**src/rtl/prio_irq_encoder.sv**
```systemverilog
// Registered priority encoder for N active-low asynchronous request lines.
// Falling edges latch sticky pending bits; the highest index is shown with a valid/ack handshake.
module prio_irq_encoder #(
    parameter int N = 8,
    parameter int W = $clog2(N)
) (
    input  logic         iClk,
    input  logic         iRst_n,
    input  logic [N-1:0] iReq,
    input  logic         iEI,
    input  logic         iAck,
    output logic [W-1:0] oCode,
    output logic         oValid,
    output logic         oEO,
    output logic         oLost
);

    typedef enum logic {IDLE, SHOW} state_t;

    state_t         state_q, state_d;
    logic [N-1:0]   s1_q, s2_q, s3_q;
    logic [N-1:0]   pend_q, pend_d;
    logic [N-1:0]   edge_v, clr;
    logic [2:0]     arm_q;
    logic [W-1:0]   code_q, code_d, sel;
    logic           lost_q, lost_d;
    logic           eo_q, eo_d;
    logic           ack_take;

    // Synchroniser plus edge history; idle-high so released lines never look like edges.
    always_ff @(posedge iClk or negedge iRst_n) begin
        if (!iRst_n) begin
            s1_q  <= '1;
            s2_q  <= '1;
            s3_q  <= '1;
            arm_q <= '0;
        end else begin
            s1_q  <= iReq;
            s2_q  <= s1_q;
            s3_q  <= s2_q;
            arm_q <= {arm_q[1:0], 1'b1};
        end
    end

    // Edges are masked until the chain has refilled, so a line held low through reset is not a request.
    assign edge_v   = ~s2_q & s3_q & {N{arm_q[2]}};
    assign ack_take = (state_q == SHOW) && iAck;
    assign clr      = ack_take ? ({{(N-1){1'b0}}, 1'b1} << code_q) : '0;

    // Set wins over clear, so a re-request during the ack stays pending.
    assign pend_d = (pend_q & ~clr) | edge_v;
    assign lost_d = |(edge_v & pend_q & ~clr);
    assign eo_d   = ~iEI & ~|pend_q;

    always_comb begin
        sel = '0;
        for (int i = 0; i < N; i++) begin
            if (pend_q[i]) sel = W'(i);
        end
    end

    always_comb begin
        state_d = state_q;
        code_d  = code_q;
        case (state_q)
            IDLE: begin
                if (!iEI && |pend_q) begin
                    code_d  = sel;
                    state_d = SHOW;
                end
            end
            SHOW: begin
                // Code stays frozen; no preemption by higher-priority arrivals.
                if (iAck || iEI) state_d = IDLE;
            end
            default: state_d = IDLE;
        endcase
    end

    always_ff @(posedge iClk or negedge iRst_n) begin
        if (!iRst_n) begin
            state_q <= IDLE;
            code_q  <= '0;
            pend_q  <= '0;
            lost_q  <= 1'b0;
            eo_q    <= 1'b0;
        end else begin
            state_q <= state_d;
            code_q  <= code_d;
            pend_q  <= pend_d;
            lost_q  <= lost_d;
            eo_q    <= eo_d;
        end
    end

    assign oCode  = code_q;
    assign oValid = (state_q == SHOW);
    assign oEO    = eo_q;
    assign oLost  = lost_q;

endmodule
```
**config.mk**
```make
export PLATFORM = sky130hd
export DESIGN_NAME = prio_irq_encoder
export DESIGN_NICKNAME = d
export VERILOG_FILES = /design/src/rtl/prio_irq_encoder.sv
export SDC_FILE = /design/constraint.sdc
export NUM_CORES = 1
export LEC_CHECK = 0
export CAP_MARGIN = 20
export CELL_PAD_IN_SITES_DETAIL_PLACEMENT = 1
export CELL_PAD_IN_SITES_GLOBAL_PLACEMENT = 1
export CORE_MARGIN = 4
export CORE_UTILIZATION = 46
export DETAILED_ROUTE_END_ITERATION = 8
export GPL_TIMING_DRIVEN = 0
export PLACE_DENSITY_LB_ADDON = 0.1
export SLEW_MARGIN = 20
export SYNTH_ARGS = -nofsm -noshare
export SYNTH_HDL_FRONTEND = slang
export SYNTH_SLANG_ARGS = --single-unit
```
**constraint.sdc**
```tcl
create_clock -name iClk -period 4 [get_ports iClk]
set_clock_uncertainty 0.1 [all_clocks]
set_input_delay 0.8 -clock iClk [delete_from_list [all_inputs] [get_ports iClk]]
set_output_delay 0.8 -clock iClk [all_outputs]
set_load 0.01 [all_outputs]
```
==> results.md, run 1 <==
* Fmax at 0.399 GHz
* Placed Cells at 169
* Post-CTS Setup Bufs at 0
* Net count after synthesis at 119
* Initial Utilization at 0.476
* Fin worst setup slack at 1.50 ns
* CTS clk-pin slew, worst paths at 0.11 ns
* Post-cts repair resize count at 0
* Remaining antenna violation count after routing at 0
* Synth Area per Inst at 13.5 um2
* #FFs+latches synth at 41
* H-tree depth at 2
* Fin crit share at 0.626
* Commonest cells after routing, fill and taps aside: 24 x dfstp_2, 17 x dfrtp_1, 16 x clkdlybuf4s50_1
* CP arrival at 2.63 ns
* Hold WC Path Type: input pin to asynchronous set/reset pin
* Total track usage at 0.156
* Post-layout min period at 2.50 ns
* P per Cell Area at 487 mW/mm2
* Fillers at 313
* Remaining DRCs at 0
* Final Hold Vio Count at 0
* Clock Sinks at 41
* Worst skew pair latency at 0.34 ns
* First-pass GRT wire length at 4690 um
* Via count at 908
* Area post-placement at 0.00168 mm2
* Netlist Area Pre-Place at 0.00144 mm2
* Inserted Clock Buffers at 5
* Critical path required time at 4.13 ns
* Final Wtd Congestion at 0.803
* Iteration-0 DRC Markers at 42
* Crit start category: input pin
* RSZ-0062 raised after global routing: false
* Clock Path Buffers at 2
* Fin area at 0.00177 mm2
* Cell count after synthesis at 107
* Vias in the first global route at 1019
* Pins Over Slew Limit at 0
* CTS tree: built
* Place WS at 1.13 ns
* Wirelength per Cell at 14.8 um
* Nets at 144
* Top cells by area, synth: dfstp_2 44%, dfrtp_1 29%, nand2_1 3.4%
* Drt total wl at 2620 um
* Die Y at 64 um
* Total grt overflow at 0
* Max Cap Viol at 0
* Status: finished, final reports clean
* Max IR drop VDD at 0.000265 V
* Antenna diodes at 0
* Num ports at 18
* Leak at 0.733 nW
* Sequential area share after synthesis at 0.732
* TNS Setup at 0 ns
* Clk root buf: clkbuf_4
* Row cnt at 20
* # hold bufs at CTS at 0
* Largest net degree at the start of global routing at 34
* Post-DP HPWL at 2000 um
* Final Setup Violations at 0
* WHS at 0.195 ns
* Most common cell after layout, fill and taps aside: dfstp_2
* Crit-path max FO at 6
* Largest area contributor in the netlist: dfstp_2
* WS Path Type: input pin to flip-flop
* Post-synth top area share at 0.437
* Die footprint at 0.00410 mm2
* PortBufs at 17
* Synth unique cells at 27
* Finished Layout Cells at 177
* Share of post-route cells with drive strength above 1 at 0.278
* First-pass DRT Iterations at 4
* Vias/cell at 5.13
* Total core area at 0.00303 mm2
* Crit. End Element: flip-flop
* Yosys Warn Count at 0
* Antenna violations before repair at 0
* P&R area growth vs syn at 22.6%
* Die W at 64 um
==> cell type report <==
cell class,instances,area [um2],share of cell area
multi-input combinational,59,360,0.204
clock buffer,7,55.1,0.0311
clock inverter,1,30.0,0.0170
timing repair buffer,18,185,0.105
inverter,7,26.3,0.0149
sequential,41,1060,0.597
tap,44,55.1,0.0311
==> registers in the layout, indices dropped and copies added, names as in the netlist <==
register  cells
oCode         3
oEO           1
s2_q          8
oLost         1
pend_q        8
s3_q          8
arm_q         3
s1_q          8
oValid        1
==> synthesized netlist by cell type (all sizes together) <==
master	n
o21bai	1
o221ai	1
o21ai	7
o41ai	1
conb	1
nand2b	4
dfrtp	17
nor3b	3
o31ai	2
nor2b	1
and3	1
nand3b	2
a32o	1
a211oi	1
nand3	4
a21oi	3
nand2	13
nor3	1
a2bb2oi	1
or3	1
dfstp	24
and3b	1
nor4	2
inv	7
o32ai	1
nor2	5
o41a	1
==> path summary, 6_finish.rpt <==
| path | start | slack [ns] | endpoint | cells after the start |
|---|---|---|---|---|
| hold reg to reg | arm_q[1] | 0.26 | arm_q[2] | 0 |
| setup reg to reg | oCode[0] | 2.08 | oLost | 4 |
| setup / recovery | iAck | 1.50 | oLost | 6 |
| max in group asynchronous | iRst_n | 3.10 | s2_q[7] | 2 |
| min in group iClk | arm_q[1] | 0.26 | arm_q[2] | 0 |
| hold / removal | iRst_n | 0.20 | oCode[1] | 1 |
==> report_power, final <==
group | leakage, nW | switching (mW) | total, mW | internal, mW
Clock | 0.0455 | 0.124 | 0.274 | 0.149
Combinational | 0.253 | 0.0460 | 0.0955 | 0.0495
Sequential | 0.434 | 0.0342 | 0.492 | 0.458
Total | 0.733 | 0.205 | 0.862 | 0.657
==> worst max-delay path: stages <==
cell,delay (ns)
clkdlybuf4s50_1,0.58
inv_1,0.11
o41ai_2,0.41
a2bb2oi_2,0.19
o221ai_2,0.12
o41a_1,0.42
==> per-layer routing <==
metal	vias to the layer above	global-route usage	routed length [um]
met1	459	0.178	1050
met4	0	0.102	101
met5	-	0	0
li1	417	-	-
met2	24	0.250	1340
met3	8	0.0475	122
==> logic make-up after synthesis <==
logic type             count (synthesis)  synth area share
DFF                                   41             0.732
other                                  1           0.00260
AOI/OAI and AO/OA                     20             0.108
and+or+nand+nor                       38             0.139
buffers and inverters                  7            0.0182
==> per-stage QoR <==
stage / power (mW) / util
floorplan: 0.539 / -
detailed placement: 0.597 / 0.556
finish: 0.862 / 0.584
global route: 0.919 / 0.584
global placement: 0.586 / 0.551
CTS: 0.878 / 0.584
(Power assumes the default switching activity.)
==> run 2: changes to the inputs <==
- CORE_UTILIZATION: 46 -> 39
- clock period: 4 -> 2.2 ns (I/O delays scaled with it)
==> run 2 against run 1 <==
- critical path depth did not move
- power increased by 81%
- register-to-register slack lost 1.8 ns
- non-clock buffer count up 1
- global-route usage shrank 2.0 points
- sequential share of layout area is 0.96 points lower
- cell count grew 1.7%
- critical endpoint unchanged
- largest power group unchanged
==> results.md, run 2 (synthesis gave the netlist of run 1 again) <==
* Status: finished, final reports clean
* Fmax at 0.462 GHz
* H-tree depth at 2 (unchanged)
* R2R cell count at 5 (+1)
* Finished Layout Cells at 180 (+1.7%)
* Max IR drop VDD at 0.000538 V (+100%)
* Total chip power at 1.56 mW (+81%)
* Post-DP HPWL at 1900 um (-4.9%)
* Final Wtd Congestion at 0.788 (-1.9%)
* Worst skew pair latency at 0.30 ns (-0.04 ns)
* Wirelength per Cell at 14.3 um (-3.4%)
* Remaining antenna violation count after routing at 0 (unchanged)
* Die Y at 68.8 um (+7.5%)
* Iteration-0 DRC Markers at 39 (-7.1%)
* CP arrival at 2.25 ns (-0.38 ns)
* Final Hold Vio Count at 0 (unchanged)
* Crit start category: input pin
* Antenna diodes at 0 (unchanged)
* Total core area at 0.00344 mm2 (+14%)
* Vias in the first global route at 923 (-9.4%)
* Placed Cells at 171 (+1.2%)
* First-pass DRT Iterations at 4 (unchanged)
* First-pass GRT wire length at 4380 um (-6.6%)
* P&R area growth vs syn at 24.5%
* Initial Utilization at 0.419 (-0.0573)
* Fin area at 0.00180 mm2 (+1.6%)
* Final Core Density at 0.522 (-0.0619)
* Row cnt at 21 (+5.0%)
* RSZ-0062 raised after global routing: false
* WHS at 0.258 ns (+0.0627 ns)
* Most common cell after layout, fill and taps aside: dfstp_2
* CTS tree: built
* Worst setup path start: iAck
* Remaining DRCs at 0 (unchanged)
* Clock Path Buffers at 2 (unchanged)
* Drt total wl at 2570 um (-1.8%)
* R2R Setup Slk at 0.27 ns (-1.81 ns)
* Inserted Clock Buffers at 5 (unchanged)
* TNS Setup at 0 ns (unchanged)
* Hold Crit Depth at 0
* Clock Sinks at 41 (unchanged)
* RR Startpoint: oCode[2]
* PortBufs at 17 (unchanged)
* Max Cap Viol at 0 (unchanged)
* Leak at 0.745 nW (+1.6%)
* WS Path Type: input pin to flip-flop
* Crit-path max FO at 6 (unchanged)
* Fin worst setup slack at 0.0373 ns (-1.46 ns)
* Place WS at -0.269 ns (-1.40 ns)
* Clk root buf: clkbuf_8
* Post-CTS Setup Bufs at 0 (unchanged)
* CTS clk-pin slew, worst paths at 0.08 ns (-0.03 ns)
* Total grt overflow at 0 (unchanged)
* Vias/cell at 4.88 (-4.9%)
* Post-layout min period at 2.16 ns
* Largest net degree at the start of global routing at 30 (-12%)
* Final Setup Violations at 0 (unchanged)
* Total track usage at 0.136 (-0.0195)
* Fin crit share at 0.983
* CP endpoint: oLost
* Via count at 878 (-3.3%)
* Commonest cells after routing, fill and taps aside: 24 x dfstp_2, 17 x dfrtp_1, 16 x clkdlybuf4s50_1
* Nets at 145 (+0.69%)
* Die footprint at 0.00474 mm2 (+16%)
* Area post-placement at 0.00169 mm2 (+0.15%)
* Antenna violations before repair at 0 (unchanged)
* Die W at 68.8 um (+7.5%)
* Hold WC Path Type: flip-flop to flip-flop
* Share of post-route cells with drive strength above 1 at 0.284 (+0.00539)
* Pins Over Slew Limit at 0 (unchanged)
* P per Cell Area at 870 mW/mm2 (+78%)
* Crit. End Element: flip-flop
* Num ports at 18 (unchanged)
* Critical path required time at 2.28 ns (-1.85 ns)
* Reg-to-Reg End: oLost
-- run 2: cell count changes in the layout (fill, tap and decap cells not counted), sizes merged --
cell,before,now
clkbuf,7,5
bufinv,1,0
clkinvlp,0,1
inv,7,8
dlygate4sd3,0,1
clkinv,0,1
-- run 2: metal layers --
| metal | global-route usage | part of all wire | vias to the layer above | wire length (um) |
|---|---|---|---|---|
| met2 | 0.207 | 0.48 | 18 | 1220 |
| met3 | 0.0583 | 0.056 | 6 | 145 |
| met1 | 0.165 | 0.45 | 437 | 1150 |
| met5 | 0 | 0 | - | 0 |
| li1 | - | - | 417 | - |
| met4 | 0.0657 | 0.021 | 0 | 54 |
-- run 2: cell type report --
type | count | area, um2
clock inverter | 3 | 21.3
sequential | 41 | 1060
tap | 46 | 57.6
inverter | 7 | 26.3
multi-input combinational | 59 | 372
timing repair buffer | 19 | 195
fill | 355 | 1650
clock buffer | 5 | 68.8
-- run 2: worst min-delay path by stage --
| stage | endpoint | from |
|---|---|---|
| final | s2_q[7] | s1_q[7] |
| after global routing | s2_q[4] | s1_q[4] |
| after CTS | s2_q[7] | s1_q[7] |
| after detailed placement | arm_q[1] | arm_q[0] |
| after global placement | arm_q[2] | arm_q[1] |
| after floorplan | arm_q[0] | iRst_n |
-- run 2: report_power, final --
part | internal [mW] | switching, mW
clock network | 0.225 | 0.261
logic | 0.0953 | 0.0833
registers | 0.833 | 0.0649
-- run 2: repair_timing --
| item | 4_1_cts | 5_1_grt |
|---|---|---|
| setup endpoints to repair | 0 | 1 |
| hold buffers | 1 | 0 |
| hold endpoints to repair | 7 | 0 |
| resized for setup | 0 | 1 |
-- run 2: critical path, cell delays in order --
cell	delay, ns
clkdlybuf4s50_1	0.60
inv_1	0.12
or3_4	0.39
a2bb2oi_2	0.16
o221ai_2	0.12
o41a_1	0.42
